### src/rtl/melody_pkg.sv
// Shared types and defaults for the melody sequencer: FSM states, sample rate divider and output amplitude.
// Also holds the helper that turns the square-wave phase into a signed 32-bit sample.
package melody_pkg;

    typedef enum logic [1:0] {
        ST_IDLE,
        ST_LOAD,
        ST_PLAY,
        ST_PAUSE
    } state_t;

    localparam int          DEF_SAMPLE_DIV = 1042;
    localparam logic [31:0] DEF_AMPLITUDE  = 32'd200000000;

    function automatic logic [31:0] square_sample(input logic snd, input logic [31:0] amp);
        return snd ? amp : (~amp + 32'd1);
    endfunction

endpackage

### src/rtl/melody_sequencer_tone_gen.sv
// Square-wave generator: toggles snd every 'period' enabled cycles; period 0 is a rest and holds the output.
// One-cycle latency from enable to toggle; clear restarts the phase with snd low.
module tone_gen (
    input  logic        clk,
    input  logic        reset,
    input  logic [31:0] period,
    input  logic        enable,
    input  logic        clear,
    output logic        snd
);

    logic [31:0] ph_cnt;

    always_ff @(posedge clk) begin
        if (reset || clear) begin
            ph_cnt <= '0;
            snd    <= 1'b0;
        end else if (enable && period != 32'd0) begin
            if (ph_cnt >= period - 32'd1) begin
                ph_cnt <= '0;
                snd    <= ~snd;
            end else begin
                ph_cnt <= ph_cnt + 32'd1;
            end
        end
    end

endmodule

### src/rtl/melody_sequencer.sv
// Steps through an external note table, plays each note as a square wave and emits one sample per SAMPLE_DIV clocks.
// Samples are written only when the audio FIFO has space; a full FIFO drops the slot and pulses underrun.
module melody_sequencer
    import melody_pkg::*;
#(
    parameter int          NUM_NOTES  = 19,
    parameter int          ADDR_W     = 5,
    parameter int          SAMPLE_DIV = DEF_SAMPLE_DIV,
    parameter logic [31:0] AMPLITUDE  = DEF_AMPLITUDE
) (
    input  logic              CLOCK_50,
    input  logic              reset,
    input  logic              start,
    input  logic              stop,
    input  logic              pause,
    input  logic              loop_en,
    input  logic              mute,
    output logic [ADDR_W-1:0] note_addr,
    input  logic [31:0]       note_period,
    input  logic [31:0]       note_duration,
    input  logic              audio_out_allowed,
    output logic              write_audio_out,
    output logic [31:0]       left_channel_audio_out,
    output logic [31:0]       right_channel_audio_out,
    output logic              busy,
    output logic              done,
    output logic              underrun
);

    state_t      state;
    logic [31:0] period_reg;
    logic [31:0] dur_reg;
    logic [31:0] dur_cnt;
    logic [31:0] sample_cnt;
    logic        snd;
    logic        running;
    logic        slot;
    logic        note_end;
    logic        last_note;
    logic [31:0] sample_val;

    // PAUSE with pause released counts like PLAY, so a pause of N cycles delays the note by exactly N.
    assign running    = (state == ST_PLAY || state == ST_PAUSE) && !pause;
    assign slot       = (state != ST_IDLE) && (sample_cnt == 32'(SAMPLE_DIV - 1));
    assign note_end   = (dur_cnt == dur_reg - 32'd1);
    assign last_note  = (note_addr == ADDR_W'(NUM_NOTES - 1));
    assign sample_val = (state == ST_PLAY && !mute && period_reg != 32'd0)
                        ? square_sample(snd, AMPLITUDE) : 32'd0;
    assign busy       = (state != ST_IDLE);

    tone_gen u_tone_gen (
        .clk    (CLOCK_50),
        .reset  (reset),
        .period (period_reg),
        .enable (running),
        .clear  (state == ST_LOAD),
        .snd    (snd)
    );

    always_ff @(posedge CLOCK_50) begin
        if (reset) begin
            state                   <= ST_IDLE;
            note_addr               <= '0;
            period_reg              <= '0;
            dur_reg                 <= '0;
            dur_cnt                 <= '0;
            sample_cnt              <= '0;
            write_audio_out         <= 1'b0;
            underrun                <= 1'b0;
            done                    <= 1'b0;
            left_channel_audio_out  <= '0;
            right_channel_audio_out <= '0;
        end else begin
            done            <= 1'b0;
            write_audio_out <= 1'b0;
            underrun        <= 1'b0;

            if (slot) begin
                if (audio_out_allowed) begin
                    write_audio_out         <= 1'b1;
                    left_channel_audio_out  <= sample_val;
                    right_channel_audio_out <= sample_val;
                end else begin
                    underrun <= 1'b1;
                end
            end

            if (state == ST_IDLE || slot) begin
                sample_cnt <= '0;
            end else begin
                sample_cnt <= sample_cnt + 32'd1;
            end

            if (state == ST_IDLE) begin
                if (start) begin
                    state     <= ST_LOAD;
                    note_addr <= '0;
                end
            end else if (stop) begin
                state      <= ST_IDLE;
                sample_cnt <= '0;
            end else if (start) begin
                state     <= ST_LOAD;
                note_addr <= '0;
            end else if (state == ST_LOAD) begin
                period_reg <= note_period;
                dur_reg    <= (note_duration == 32'd0) ? 32'd1 : note_duration;
                dur_cnt    <= '0;
                state      <= ST_PLAY;
            end else if (pause) begin
                state <= ST_PAUSE;
            end else begin
                state   <= ST_PLAY;
                dur_cnt <= dur_cnt + 32'd1;
                if (note_end) begin
                    if (!last_note) begin
                        note_addr <= note_addr + ADDR_W'(1);
                        state     <= ST_LOAD;
                    end else if (loop_en) begin
                        note_addr <= '0;
                        state     <= ST_LOAD;
                    end else begin
                        done       <= 1'b1;
                        state      <= ST_IDLE;
                        sample_cnt <= '0;
                    end
                end
            end
        end
    end

endmodule

### config.mk
export PLATFORM = sky130hd
export DESIGN_NAME = melody_sequencer
export DESIGN_NICKNAME = d
export VERILOG_FILES = /design/src/rtl/melody_pkg.sv /design/src/rtl/melody_sequencer_tone_gen.sv /design/src/rtl/melody_sequencer.sv
export SDC_FILE = /design/constraint.sdc
export NUM_CORES = 1
export LEC_CHECK = 0
export ABC_AREA = 1
export BUFFER_PORTS_ARGS = -buffer_cell sky130_fd_sc_hd__buf_2
export CAP_MARGIN = 20
export CELL_PAD_IN_SITES_DETAIL_PLACEMENT = 0
export CELL_PAD_IN_SITES_GLOBAL_PLACEMENT = 1
export CORE_UTILIZATION = 47
export CTS_BUF_LIST = sky130_fd_sc_hd__clkbuf_4
export DETAILED_ROUTE_END_ITERATION = 8
export PLACE_DENSITY = 0.95
export REMOVE_ABC_BUFFERS = 1
export SLEW_MARGIN = 20
export SYNTH_ARGS = -nofsm -noshare
export SYNTH_HDL_FRONTEND = slang
export SYNTH_SLANG_ARGS = --single-unit
### constraint.sdc
create_clock -name CLOCK_50 -period 7.2 [get_ports CLOCK_50]
set_input_delay 0 -clock CLOCK_50 [delete_from_list [all_inputs] [get_ports CLOCK_50]]
set_output_delay 0 -clock CLOCK_50 [all_outputs]
set_load 0.05 [all_outputs]
==> metrics.txt <==
status finished, final reports clean; number of setup violations in the final report 0; Yosys cell types 51; CTS buffer count 17; crit-path leading delay family simple AND/OR/NAND/NOR gates; Synth Area per Inst 6.66 sq um; Worst-path clk slew 0.18 ns; CTS tree yes; pwr dens 150 nW/um^2; routed vias/inst 5.24; MaxCap Viol Count 0; pre-CTS setup slack 3.01 ns; gpl congestion 0.914; final setup margin 3.00 ns; CP Launch Type flop; DR iter-0 viols 819; Max transition margin 0.326; async set-reset flop share out of synthesis 0; setup TNS 0 ns; Leakage 6.21 nW; Max Freq 238 MHz; root buffer cell clkbuf_4; yosys warns 0; DIE WIDTH 160 um; Wirelength per Cell 14.8 um; Worst-Margin Slew 1.01 ns; crit share post-route 0.584; PostCTS Resize Cnt 0; Synth area leader dfxtp_1; CP required 7.65 ns; input/output buffers 126; share of cells above drive strength 1 0.122; pin count of the biggest net entering global routing 59; Post-synth EDFFs 0; sequential element share of the synthesized area 0.296; fin. max-slew vios 0; drc violations 0; via count 11.8k; Cell Chain, Critical Path nor2_1 > nand2_1 > nor3b_2 > nand3_2 > nor2_2 > nand2_2 > nor2_2 > nand2_2 > nor2_4 > inv_1 > nor2_2 > nand3_1 > xor2_1 > ha_1 > nand2_1 > nor2_1 > nand2_1 > nor4_1 > nand4_1 > nand3_1 > nand2_1 > nand2_2 > nor3_1; WL final 33400 um; final core occ 0.547; Post-Syn Area 11800 sq um; Starting Density 0.482; Crit path top cell by count nand2_1; Pre-antenna DRT Iters 8; Fill cells 2469; Die Area 25600 sq um; Row Count 57; Clock Skew 0.0394 ns; # hold bufs at CTS 80; GRT Residual Overflow 0; Synth top area share 0.296; final hold vios 0; most common cell in the netlist nand2_1; global-route wire length before repair 54200 um; post-route antenna net violation count 0; clock latency at the later pin of the worst-skew pair 0.59 ns; CP max stage delay 0.47 ns; post-synthesis sequential element count 174; peak supply drop 0.0982 mV; fin area 13300 sq um; Worst EP arrival 4.66 ns; post-layout min period 4.20 ns; # IOs 145; initial antenna violation count 1; Synth area leaders dfxtp_1 (30%), nand2_1 (11%), inv_1 (8.0%); # H-tree levels 4; Clock Path Buffers 2; RSZ-0062 raised after global routing no; hpwl dp 25300 um; critical path class flop to flop; synth cell count leaders nand2_1 (347), inv_1 (249), nor2_1 (184); Synth Flop Type dfxtp_1; critical path's slowest cell nand3_1; endpoint class of the critical path flop; Post-Synthesis Cells 1765; HP Class input pin to flop; Die Height 160 um; WHS 0.190 ns; clk sinks 174; worst path buffer plus inverter count 1; core area 24400 sq um; dpl cell area 12300 sq um; setup bufs post-CTS 0; gr usage total 0.263; CP max FO 18; area grow syn2layout 13.6%; Final #Nets 2028; vias in the first global route 11.1k
==> layer usage <==
layer / track usage / vias up / part of all wire
met5: 0 / - / 0
met4: 0.114 / 0 / 0.035
met3: 0.0340 / 79 / 0.038
met2: 0.459 / 331 / 0.49
met1: 0.322 / 5429 / 0.44
li1: - / 5965 / -
==> kinds of logic (layout without fill, tap and decap cells) <==
group                      after synthesis  after routing  synth area share
other                                    1             19          0.000319
adders and majority gates               41             41            0.0437
AOI/OAI and AO/OA                      195            195            0.0900
buffers and inverters                  354            499             0.135
DFF                                    174            174             0.296
and+or+nand+nor                        907            907             0.365
xor gates and xnor gates                93             93            0.0693
==> tightest hold or removal path: stages <==
cell and delay [ns]:
dlygate4sd3_1 0.53, buf_2 0.13, inv_1 0.04, o22ai_1 0.06
==> power breakdown <==
part           internal, mW  total, mW  switching (mW)
registers             0.972      0.982          0.0100
clock network         0.210      0.584           0.374
logic                 0.155      0.430           0.275
total                  1.34       2.00           0.659
==> placed cells by master (no fill, tap or decap), types with 3 or more instances in the layout <==
| cell | synthesis | routed |
|---|---|---|
| o211ai_1 | 3 | 3 |
| a31oi_1 | 3 | 3 |
| nor3_1 | 76 | 76 |
| nand2_2 | 13 | 13 |
| xnor2_1 | 12 | 12 |
| a211oi_1 | 5 | 5 |
| nand2_1 | 347 | 347 |
| buf_2 | 5 | 126 |
| nand2_4 | 5 | 5 |
| dlygate4sd3_1 | 0 | 80 |
| o21bai_1 | 5 | 5 |
| inv_2 | 3 | 3 |
| or2_2 | 5 | 5 |
| inv_1 | 249 | 248 |
| and3_1 | 3 | 3 |
| nand3b_1 | 14 | 14 |
| dfxtp_1 | 174 | 174 |
| clkinvlp_4 | 0 | 3 |
| a21oi_1 | 84 | 84 |
| ha_1 | 41 | 41 |
| nor2_2 | 25 | 24 |
| xor2_1 | 81 | 81 |
| inv_6 | 0 | 4 |
| nor2_1 | 184 | 184 |
| clkbuf_4 | 0 | 18 |
| o22ai_1 | 17 | 17 |
| nand3_2 | 6 | 6 |
| clkinv_1 | 5 | 8 |
| o21ai_0 | 70 | 70 |
| nor4_1 | 33 | 33 |
| nor3b_1 | 3 | 3 |
| nor2_4 | 8 | 9 |
| conb_1 | 1 | 18 |
| nand4_1 | 56 | 56 |
| buf_4 | 61 | 5 |
| o21a_1 | 3 | 3 |
| nand3_1 | 117 | 117 |
==> stage by stage <==
stage,power [mW],std cells
after floorplan,1.29,1685
after global placement,1.39,2140
after detailed placement,1.40,2140
after CTS,2.00,2251
after global routing,2.11,2252
final,2.00,2252
==> worst paths after layout <==
| path | startpoint | end | slack [ns] | cells past startpoint |
|---|---|---|---|---|
| setup / recovery | period_reg[4] | u_tone_gen.ph_cnt[11] | 3.00 | 23 |
| hold reg to reg | dur_reg[31] | dur_reg[31] | 0.48 | 2 |
| setup reg to reg | period_reg[4] | u_tone_gen.ph_cnt[11] | 3.00 | 23 |
| hold / removal | note_duration[12] | dur_reg[12] | 0.19 | 4 |
==> area by class of cell <==
type / instances / area, sq um / area share
diodes: 1 / 2.50 / 0.000187
clock buffers: 18 / 135 / 0.0101
multi-input cells: 1254 / 6750 / 0.506
flip-flops and latches: 174 / 3480 / 0.261
clock inverters: 13 / 139 / 0.0104
well taps: 324 / 405 / 0.0304
repair buffers: 211 / 1470 / 0.110
inverters: 257 / 965 / 0.0723
No activity file was read; power rests on OpenSTA's default activity.
